**src/rtl/fifo_uart_tx.sv**
```systemverilog
// fifo_uart_tx: drains a FWFT byte FIFO onto a UART line (start, 8 data LSB first, optional parity, 1-2 stop bits)
module fifo_uart_tx #(
  parameter int CLKS_PER_BIT = 16,
  parameter int PARITY       = 0,
  parameter int STOP_BITS    = 1
) (
  input  logic        clk,
  input  logic        rst_n,
  input  logic        enable,
  input  logic [7:0]  fifo_data,
  input  logic        fifo_empty,
  output logic        fifo_read,
  output logic        tx,
  output logic        busy,
  output logic        tx_done,
  output logic [15:0] frames_sent
);
  typedef enum logic [2:0] {IDLE, START, DATA, PAR, STOP} state_t;
  localparam logic ODD = (PARITY == 2);
  state_t      state_q, state_d;
  logic [15:0] timer_q, timer_d;
  logic [2:0]  bit_q, bit_d;
  logic        stop_q, stop_d;
  logic [7:0]  sh_q, sh_d;
  logic        par_q, par_d;
  logic        tx_q, tx_d;
  logic        armed_q;
  logic [15:0] frames_q;
  logic        last;
  assign last        = timer_q == 16'(CLKS_PER_BIT - 1);
  assign fifo_read   = state_q == IDLE && armed_q && enable && !fifo_empty;
  assign busy        = state_q != IDLE || fifo_read;
  assign tx_done     = state_q == STOP && last && stop_q == 1'(STOP_BITS - 1);
  assign tx          = tx_q;
  assign frames_sent = frames_q;
  // next-state logic: bit timing, shifting, parity accumulation and registered line level
  always_comb begin
    state_d = state_q;
    timer_d = timer_q + 16'd1;
    bit_d   = bit_q;
    stop_d  = stop_q;
    sh_d    = sh_q;
    par_d   = par_q;
    case (state_q)
      IDLE: begin
        timer_d = '0;
        if (fifo_read) begin
          sh_d    = fifo_data;
          par_d   = 1'b0;
          bit_d   = '0;
          stop_d  = 1'b0;
          state_d = START;
        end
      end
      START: if (last) begin
        timer_d = '0;
        state_d = DATA;
      end
      DATA: if (last) begin
        timer_d = '0;
        sh_d    = sh_q >> 1;
        par_d   = par_q ^ sh_q[0];
        bit_d   = bit_q + 3'd1;
        if (bit_q == 3'd7) state_d = (PARITY != 0) ? PAR : STOP;
      end
      PAR: if (last) begin
        timer_d = '0;
        state_d = STOP;
      end
      STOP: if (last) begin
        timer_d = '0;
        if (stop_q == 1'(STOP_BITS - 1)) state_d = IDLE;
        else stop_d = 1'b1;
      end
      default: state_d = IDLE;
    endcase
    tx_d = state_d == START ? 1'b0 :
           state_d == DATA  ? sh_d[0] :
           state_d == PAR   ? par_d ^ ODD : 1'b1;
  end
  // state registers; reset drops the frame in flight and forces the line idle
  always_ff @(posedge clk or negedge rst_n) begin
    if (!rst_n) begin
      state_q  <= IDLE;
      timer_q  <= '0;
      bit_q    <= '0;
      stop_q   <= 1'b0;
      sh_q     <= '0;
      par_q    <= 1'b0;
      tx_q     <= 1'b1;
      armed_q  <= 1'b0;
      frames_q <= '0;
    end else begin
      state_q  <= state_d;
      timer_q  <= timer_d;
      bit_q    <= bit_d;
      stop_q   <= stop_d;
      sh_q     <= sh_d;
      par_q    <= par_d;
      tx_q     <= tx_d;
      armed_q  <= 1'b1;
      if (tx_done) frames_q <= frames_q + 16'd1;
    end
  end
endmodule

```
**config.mk**
```make
export PLATFORM = sky130hd
export DESIGN_NAME = fifo_uart_tx
export DESIGN_NICKNAME = d
export VERILOG_FILES = /design/src/rtl/fifo_uart_tx.sv
export SDC_FILE = /design/constraint.sdc
export NUM_CORES = 1
export LEC_CHECK = 0
export BUFFER_PORTS_ARGS = -buffer_cell sky130_fd_sc_hd__buf_2
export CAP_MARGIN = 20
export CORE_UTILIZATION = 40
export CTS_BUF_LIST = sky130_fd_sc_hd__clkbuf_4 sky130_fd_sc_hd__clkbuf_8 sky130_fd_sc_hd__clkbuf_16
export DETAILED_ROUTE_END_ITERATION = 12
export MAX_ROUTING_LAYER = met4
export PLACE_DENSITY = 0.61
export SYNTH_ARGS = -nofsm -noshare
export SYNTH_HDL_FRONTEND = slang
export SYNTH_SLANG_ARGS = --single-unit
```
**constraint.sdc**
```tcl
create_clock -name clk -period 3.4 [get_ports clk]
set_input_delay 0.17 -clock clk [delete_from_list [all_inputs] [get_ports clk]]
set_output_delay 0.17 -clock clk [all_outputs]
set_load 0.005 [all_outputs]
```
==> results of run 1 <==
worst min-delay path by stage:
| stage | start | end | slack [ns] | depth (start not counted) |
|---|---|---|---|---|
| 2_1_floorplan | rst_n | armed_q$_DFF_PN0_ | -0.13 | 0 |
| 3_3_place_gp | rst_n | frames_sent[15]$_DFFE_PN0P_ | 0.14 | 1 |
| 3_5_place_dp | rst_n | frames_sent[14]$_DFFE_PN0P_ | 0.15 | 1 |
| 4_1_cts | fifo_data[2] | sh_q[2]$_DFFE_PN0P_ | 0.09 | 3 |
| 5_1_grt | fifo_data[4] | sh_q[4]$_DFFE_PN0P_ | 0.09 | 3 |
| 6_report | fifo_data[7] | sh_q[7]$_DFFE_PN0P_ | 0.1 | 2 |
synth_stat cells:
master    count
a21oi_1       2
a221o_1       1
a22o_1        3
a22oi_1       6
a311oi_1      1
a31o_2        3
and2_1        2
and3_1        8
and3b_1       1
and4_1        2
buf_2         3
clkbuf_1      2
conb_1        1
dfrtp_1      48
dfstp_2       1
ha_1          4
inv_1         4
maj3_1        1
mux2_2        2
nand2_1      22
nand2_2       1
nand2b_1      2
nand3_1      14
nand3b_1      1
nand4_1       1
nand4_4       1
nor2_1       20
nor2_4        1
nor2b_1       2
nor3_1        2
nor3_2        1
nor4_1        1
nor4_4        4
nor4b_1       1
o21ai_0       3
o22ai_1       1
or3_1         1
xnor2_1      17
xor2_1       11
layout by cell type (no fill, tap or decap), types with 6 or more instances in the layout:
master,count
nand2_1,22
a22oi_1,6
dfrtp_1,48
buf_2,31
xor2_1,11
and3_1,8
nor2_1,20
clkbuf_8,6
nand3_1,14
xnor2_1,17
cell families after synthesis:
group,Yosys count,share of synthesized area
AOI/OAI and AO/OA,20,0.0652
xor gates and xnor gates,28,0.108
adders and majority gates,5,0.0265
buffers and inverters,9,0.0166
DFF,49,0.542
muxes,2,0.00994
other,1,0.00166
and+or+nand+nor,88,0.230
stage by stage:
step | cells | worst slack (ns)
after global routing | 313 | 1.21
after global placement | 304 | 1.43
after detailed placement | 304 | 1.38
final | 313 | 1.38
after floorplan | 202 | 1.51
after CTS | 313 | 1.37
what timing repair did:
item                                    4_1_cts  5_1_grt
hold endpoints to repair                     18        0
endpoints found under the setup margin        0        0
hold buffers                                  1        0
power breakdown:
| part | switching, uW | total [uW] | leakage [uW] | internal, uW |
|---|---|---|---|---|
| clock network | 194 | 442 | 0.0000619 | 248 |
| logic | 115 | 209 | 0.000602 | 93.3 |
| registers | 59.3 | 726 | 0.000657 | 667 |
flip-flops by register name, indices dropped and copies added, names as in the netlist:
name         flops
bit_q            3
par_q            1
armed_q          1
state_q          3
tx               1
timer_q         16
frames_sent     16
sh_q             8
worst max-delay path, delay by kind of cell (launching register included):
family                   cells  cell delay, ns
AND/OR/NAND/NOR              2            0.53
flip-flops                   1            0.40
AO/OA/AOI/OAI                1            0.20
adder cells (fa/ha/maj)      2            0.81
metal layers:
layer,share of wire,vias to the layer above
li1,-,769
met1,0.48,768
met2,0.47,36
met3,0.041,5
met4,0.011,0
met5,0,-
layout make-up:
cell class / count / area share
inverter: 4 / 0.00566
clock buffer: 7 / 0.0339
sequential: 49 / 0.463
tap: 72 / 0.0339
timing repair buffer: 36 / 0.0736
multi-input combinational: 144 / 0.379
clock inverter: 1 / 0.0113
==> reports/metrics.yaml, run 1 <==
tns_ns: 0
top_usage_layer: "met2"
synth_area_leaders: "dfrtp_1 (53%), xnor2_1 (6.6%), xor2_1 (4.3%)"
cp_slowest_stage_delay_ns: 0.58
slew_violations: 0
syn_inst: 202
dp_hpwl_um: 2690
drcViolationCount: 0
drtIter0Drc: 63
seq_area_frac_synth: 0.542
ys_seq_elements: 49
hold_viol_final: 0
grtUsageTotal: 0.148
clock_latency_ns: 0.30
root_buffer: "clkbuf_8"
period_minus_slack_ns: 2.02
grt-ovfl-total: 0
dpl_cell_area_um2: 2520
antenna_found_initial: 0
skew_ns: 0.00409
timing.critical_path.from: "timer_q[0]$_DFF_PN0_"
postCtsSetupBuffers: 0
tightestPinTransition_ns: 0.564
timing.final.crit_share: 0.595
powerDensity_nw_per_um2: 519
fin_util: 0.485
post-route-cell-area_um2: 2650
cp.required_ns: 3.63
dr.pass1.iters: 4
syn_area_per_cell_um2: 11.2
p_leak_uw: 0.00132
fill_cells: 516
grt_pass1_wl_um: 6830
drv_cap: 0
syn_nets: 218
ys_types: 39
multi_input_area_um2: 1010
cts_tree: "done"
regArea_um2: 1230
drive_gt1_frac: 0.241
post_cts_resized: 0
ctsLongestPathBuffers: 2
cp-end-kind: "flip-flop"
crit_path_top_delay_cell: "maj3_1"
rows: 27
synth_top_area_share: 0.530
wirelength_um: 3940
outcome: "complete, no violations"
syn-cell-area_um2: 2260
nets: 256
finalSetupViolCount: 0
grt_max_degree: 32
rrSetupSlack_ns: 1.38
synth_warnings: 0
gp_congestion: 0.824
grt_pass1_vias: 1548
io_buffers: 31
rsz0062_at_grt: "no"
reg2reg_from: "timer_q[0]$_DFF_PN0_"
initial_core_util: 0.414
synth_top_area_cell: "dfrtp_1"
worstReg2RegEnd: "timer_q[8]$_DFF_PN0_"
cp_data_arrival_time_ns: 2.25
fmax_ghz: 0.494
ant_nets: 0
cp-endpoint: "timer_q[8]$_DFF_PN0_"
irDropWorstVdd_mv: 0.285
cts.htree.levels: 2
cts_buffers: 5
worst-path-max-fanout: 16
die-area_um2: 5970
wl_per_cell_um: 12.6
ff2ff_path_depth: 5
hold_ws_ns: 0.0992
met3_usage: 0.0333
met2_usage: 0.232
maxSlewHeadroom: 0.624
min_path_type: "primary input to flip-flop"
drt-vias-per-instance: 5.04
antennaDiodeCount: 0
die_h_um: 77.2
path_class: "flip-flop to flip-flop"
die_w_um: 77.2
vias: 1578
areaGrowthSynthToFinish_pct: 17.2
use_met1: 0.183
crit_chain: "ha_1, and3_1, and4_1, maj3_1, a21oi_1"
core_um2: 5470
pin_count: 32
clk_pin_slew_ns: 0.09
cts.sinks: 49
power.total_uw: 1380
worst_setup_path_start_kind: "flip-flop"
Power figures use the tool's default switching activity.
==> run 2, diff against run 1 <==
Settings changed: ABC_AREA set to 1, PLACE_DENSITY 0.61 to 0.63.
Clock period 3.4 ns to 1.67 ns, I/O delays scaled along.
==> run 2 against run 1 <==
Compared with the run above:
- clock skew rose by 0.0084 ns
- combinational power increased to 3.4 times the previous value
- critical path depth down 1
- via count is 39% higher
- synthesized cell count grew 53%
- register-to-register slack lost 1.3 ns
==> reports/metrics.yaml, run 2 <==
min_path_type: "primary input to flip-flop"
yosysMostFrequentCell: "nand2_1"
synth_top_area_cell: "dfrtp_1"
fill_cells: 584  # +13%
syn_area_per_cell_um2: 8.24  # -26%
initial_core_util: 0.424  # +0.0102
clk_pin_slew_ns: 0.08  # about the same
dr.pass1.iters: 4  # unchanged
grt_max_degree: 50  # +56%
powerDensity_nw_per_um2: 931  # +80%
ys_top_cells_by_count: "nand2_1 (83), dfrtp_1 (48), nor2_1 (37)"
cp-end-kind: "primary output"
vias: 2194  # +39%
grt_pass1_wl_um: 8910  # +30%
syn_inst: 310  # +53%
worst-path-max-fanout: 5  # -11
pin_count: 32  # unchanged
outcome: "complete, no violations"
seq_area_frac_synth: 0.480  # -0.0616
dp_hpwl_um: 3850  # +43%
most-common-layout-cells: "nand2_1 (78), dfrtp_1 (47), nor2_1 (32)"
clock_latency_ns: 0.30  # about the same
tightestPinTransition_ns: 0.629  # +0.0649 ns
io_buffers: 31  # unchanged
finalSetupViolCount: 0  # unchanged
antennaDiodeCount: 0  # unchanged
crit_buf_inv: 1  # +1
cts_tree: "done"
fmax_ghz: 0.624
grt_pass1_vias: 1996  # +29%
final_common_cell: "nand2_1"
grtUsageTotal: 0.180  # +0.0322
slew_violations: 0  # unchanged
die-area_um2: 6710  # +12%
cts_buffers: 5  # unchanged
timing.final.crit_share: 0.960
synthArstFlopShare: 1.00  # unchanged
synth_area_leaders: "dfrtp_1 (47%), nand2_1 (12%), nor2_1 (5.4%)"
ctsLongestPathBuffers: 2  # unchanged
root_buffer: "clkbuf_8"
core_um2: 6030  # +10%
drive_gt1_frac: 0.263  # +0.0225
die_h_um: 81.9  # +6.1%
drtIter0Drc: 82  # +30%
syn-cell-area_um2: 2550  # +13%
antenna_found_initial: 0  # unchanged
ant_nets: 0  # unchanged
rsz0062_at_grt: "yes"
maxSlewHeadroom: 0.580  # -0.0433
crit_chain: "nor2_4, nand2_2, nor4_4, buf_2"
rows: 28  # +3.7%
die_w_um: 81.9  # +6.1%
skew_ns: 0.0125  # +0.00840 ns
grt-ovfl-total: 0  # unchanged
drcViolationCount: 0  # unchanged
dr.max_layer_used: "met4"
ys.flop_type: "dfrtp_1"
hold_viol_final: 0  # unchanged
wirelength_um: 5420  # +37%
syn_nets: 326  # +50%
period_minus_slack_ns: 1.60
wl_per_cell_um: 11.9  # -5.4%
crit_family: "simple AND/OR/NAND/NOR gates"
path_class: "flip-flop to primary output"
cp.required_ns: 1.59  # -2.04 ns
synth_top_area_share: 0.470  # -0.0603
wl_met2_um: 2500  # +36%
fin_util: 0.538  # +0.0527
cts.htree.levels: 2  # unchanged
wl_met3_um: 183  # +12%
synth_warnings: 0  # unchanged
worst_setup_path_start_kind: "flip-flop"
drt-vias-per-instance: 4.82  # -4.4%
cp_data_arrival_time_ns: 1.52  # -0.73 ns
p_leak_uw: 0.00160  # +21%
power.total_uw: 3020  # +120%
nets: 395  # +54%
synth_edf_count: 0  # unchanged
cts.sinks: 49  # unchanged
crit_path_top_delay_cell: "dfrtp_2"
wl_met1_um: 2660  # +40%
ys_seq_elements: 49  # unchanged
irDropWorstVdd_mv: 0.551  # +94%
areaGrowthSynthToFinish_pct: 26.8
ys_types: 29  # -26%
gp_congestion: 0.843  # +2.3%
drv_cap: 0  # unchanged
cp_slowest_stage_delay_ns: 0.45  # -0.13 ns
[run 2: power breakdown]
part	total, uW	internal, uW	switching (uW)
Combinational	719	300	418
Clock	760	375	385
Sequential	1540	1390	150
Total	3020	2060	954
[run 2: cells by family after synthesis]
family                   after synthesis  synth area share
flip-flops                            49             0.480
AO/OA/AOI/OAI                         32            0.0759
buffers and inverters                 32            0.0475
other                                  1           0.00147
adder cells (fa/ha/maj)                4            0.0196
XOR/XNOR                              21            0.0720
AND/OR/NAND/NOR                      171             0.303
[run 2: worst paths after layout]
check / startpoint / end / slack [ns] / depth (start not counted)
max: state_q[0]$_DFF_PN0_ / tx_done / 0.07 / 4
min: fifo_data[2] / sh_q[2]$_DFFE_PN0P_ / 0.01 / 3
max reg2reg: timer_q[0]$_DFF_PN0_ / frames_sent[6]$_DFFE_PN0P_ / 0.09 / 8
min reg2reg: sh_q[3]$_DFFE_PN0P_ / sh_q[3]$_DFFE_PN0P_ / 0.49 / 2
max in group asynchronous: rst_n / state_q[0]$_DFF_PN0_ / 0.81 / 3
min in group asynchronous: rst_n / timer_q[14]$_DFF_PN0_ / 0.42 / 3
[run 2: worst register-to-register path, delay by kind of cell, from the launching register on]
kind / cells / cell delay [ns]
xor+xnor: 1 / 0.15
fa+ha+maj: 1 / 0.16
flops: 1 / 0.40
simple gates: 6 / 0.81
[run 2: through the flow]
stage	area [um^2]	setup WS, ns	hold WS (ns)	instances	TNS [ns]
2_1_floorplan	2550	0.149	-0.212	310	0
3_3_place_gp	2970	0.0357	0.228	438	0
3_5_place_dp	2970	-0.0328	0.242	438	-0.182
4_1_cts	3180	0.0132	0.000985	453	0
5_1_grt	3240	-0.0267	0.0134	455	-0.0786
6_report	3240	0.0676	0.0135	455	0
[run 2: timing repair]
item	in CTS	in global routing
buffers inserted	3	2
pin swaps	2	3
resized for setup	10	14
endpoints found under the setup margin	15	20
hold buffers	5	0
hold endpoints to repair	52	0
[run 2: metal layers]
metal,up-vias,GRT usage
met3,6,0.0333
met2,33,0.278
met4,0,0.0579
met5,-,-
met1,1015,0.238
li1,1140,-
[run 2: area by class of cell]
type                    instances  area, um^2  share of cell area
multi-input cells             229        1290               0.397
flip-flops and latches         49        1230               0.379
repair buffers                 63         408               0.126
inverters                      31         121              0.0375
clock buffers                   7        96.3              0.0297
well taps                      75        93.8              0.0290
clock inverters                 1        5.00             0.00154
==> run 3, diff against run 2 <==
Settings changed: PLACE_DENSITY 0.63 to 0.61.
Clock period 1.67 ns to 1.85 ns, I/O delays scaled along.
==> run 3 against run 2 <==
Compared with the run above:
- global-route usage about the same
- power decreased by 15%
- via count decreased by 1.7%
- critical endpoint unchanged
- design area decreased by 7.7%
- critical path depth increased by 2
- core utilization decreased by 4.2 points
- cell count decreased by 5.3%
- sequential power decreased by 10%
- worst hold slack improved by 0.0031 ns
- first-iteration DRC count increased by 93%
- combinational power decreased by 25%
- largest power group unchanged
==> reports/metrics.yaml, run 3 (same netlist as run 2, synthesis figures left out) <==
finalSetupViolCount: 0  # unchanged
drt-vias-per-instance: 5.00  # +3.8%
grt_pass1_wl_um: 9000  # +0.93%
cts.sinks: 49  # unchanged
fmax_ghz: 0.598
power.total_uw: 2560  # -15%
cts_tree: "done"
cts_buffers: 5  # unchanged
dr.pass1.iters: 5  # +1
clock_latency_ns: 0.31  # about the same
areaGrowthSynthToFinish_pct: 17.0
die_w_um: 81.9  # unchanged
gp_congestion: 0.853  # +1.2%
dp_hpwl_um: 3760  # -2.2%
antennaDiodeCount: 0  # unchanged
timing.final.crit_share: 0.903
rrSetupSlack_ns: 0.18  # +0.09 ns
crit_path_top_delay_cell: "dfrtp_1"
hold_viol_final: 0  # unchanged
nets: 371  # -6.1%
min_path_type: "primary input to flip-flop"
rsz0062_at_grt: "no"
drv_cap: 0  # unchanged
outcome: "complete, no violations"
initial_core_util: 0.424  # unchanged
tns_ns: 0  # unchanged
final_common_cell: "nand2_1"
die-area_um2: 6710  # unchanged
grtUsageTotal: 0.180  # -0.000423
cts.htree.levels: 2  # unchanged
grt_pass1_vias: 2013  # +0.85%
crit_buf_inv: 2  # +1
cp-end-kind: "primary output"
cp.required_ns: 1.76  # +0.17 ns
clk_pin_slew_ns: 0.09  # about the same
drtIter0Drc: 158  # +93%
worst-path-max-fanout: 3  # -2
pre_cts_ws_ns: 0.0745  # +0.107 ns
wl_per_cell_um: 12.1  # +1.4%
path_class: "flip-flop to primary output"
fill_cells: 613  # +5.0%
drcViolationCount: 0  # unchanged
skew_ns: 0.0101  # -0.00244 ns
cp_slowest_stage_delay_ns: 0.38  # -0.07 ns
powerDensity_nw_per_um2: 857  # -8.0%
irDropWorstVdd_mv: 0.589  # +6.8%
drive_gt1_frac: 0.185  # -0.0778
vias: 2157  # -1.7%
crit_chain: "ha_1, nand3_2, inv_1, nand3_1, nor4_2, buf_2"
slew_violations: 0  # unchanged
period_minus_slack_ns: 1.67
antenna_found_initial: 0  # unchanged
rows: 28  # unchanged
crit_family: "simple AND/OR/NAND/NOR gates"
die_h_um: 81.9  # unchanged
p_leak_uw: 0.00147  # -8.2%
cp_data_arrival_time_ns: 1.58  # +0.06 ns
io_buffers: 31  # unchanged
hold_ws_ns: 0.0166  # +0.00308 ns
ant_nets: 0  # unchanged
wirelength_um: 5200  # -4.0%
grt_max_degree: 31  # -38%
root_buffer: "clkbuf_8"
pin_count: 32  # unchanged
core_um2: 6030  # unchanged
grt-ovfl-total: 0  # unchanged
ctsLongestPathBuffers: 2  # unchanged
worst_slack_ns: 0.179  # +0.111 ns
worst_setup_path_start_kind: "flip-flop"
most-common-layout-cells: "nand2_1 (81), dfrtp_1 (48), nor2_1 (36)"
[run 3: changes by cell type in the layout (fill, tap and decap cells not counted), sizes merged]
cell,change
clkinvlp,+3
buf,-21
clkinv,-1
dlygate4sd3,-3
clkbuf,-2
[run 3: worst min-delay path: stages]
cell     delay, ns
buf_2         0.08
a22oi_1       0.07
nand2_1       0.06
[run 3: layer usage]
| layer | vias up | part of all wire | track usage |
|---|---|---|---|
| li1 | 1092 | - | - |
| met1 | 998 | 0.51 | 0.238 |
| met2 | 61 | 0.44 | 0.277 |
| met3 | 6 | 0.040 | 0.0333 |
| met4 | 0 | 0.012 | 0.0579 |
| met5 | - | 0 | - |
[run 3: cell type report]
type | count | area (um^2) | area share
well taps | 75 | 93.8 | 0.0314
flip-flops and latches | 49 | 1230 | 0.411
multi-input cells | 229 | 1220 | 0.410
clock buffers | 5 | 68.8 | 0.0230
inverters | 31 | 119 | 0.0398
repair buffers | 39 | 233 | 0.0779
clock inverters | 3 | 22.5 | 0.00753
[run 3: what timing repair did]
item	CTS	global route
hold endpoints to repair	19	0
resized for setup	1	5
endpoints found under the setup margin	1	16
pin swaps	0	2
buffers inserted	0	3
hold buffers	2	0
[run 3: worst paths after layout]
path                                              end            startpoint  cells after the start
setup / recovery                              tx_done  timer_q[0]$_DFF_PN0_                      6
hold / removal                    sh_q[6]$_DFFE_PN0P_          fifo_data[6]                      3
setup reg to reg           frames_sent[5]$_DFFE_PN0P_  timer_q[4]$_DFF_PN0_                      8
hold reg to reg                  timer_q[0]$_DFF_PN0_  timer_q[0]$_DFF_PN0_                      1
max in group asynchronous        timer_q[2]$_DFF_PN0_                 rst_n                      3
min in group asynchronous        timer_q[7]$_DFF_PN0_                 rst_n                      2
[run 3: stage by stage]
step                 util  cells  cell area, um^2
floorplan               -    310             2550
global placement    0.470    418             2830
finish              0.496    431             2990
global route        0.496    431             2990
CTS                 0.489    428             2950
detailed placement  0.470    418             2830
[run 3: where the power goes]
group	total [uW]	internal, uW	switching, uW
Sequential	1380	1250	126
Combinational	541	201	340
Clock	644	266	378
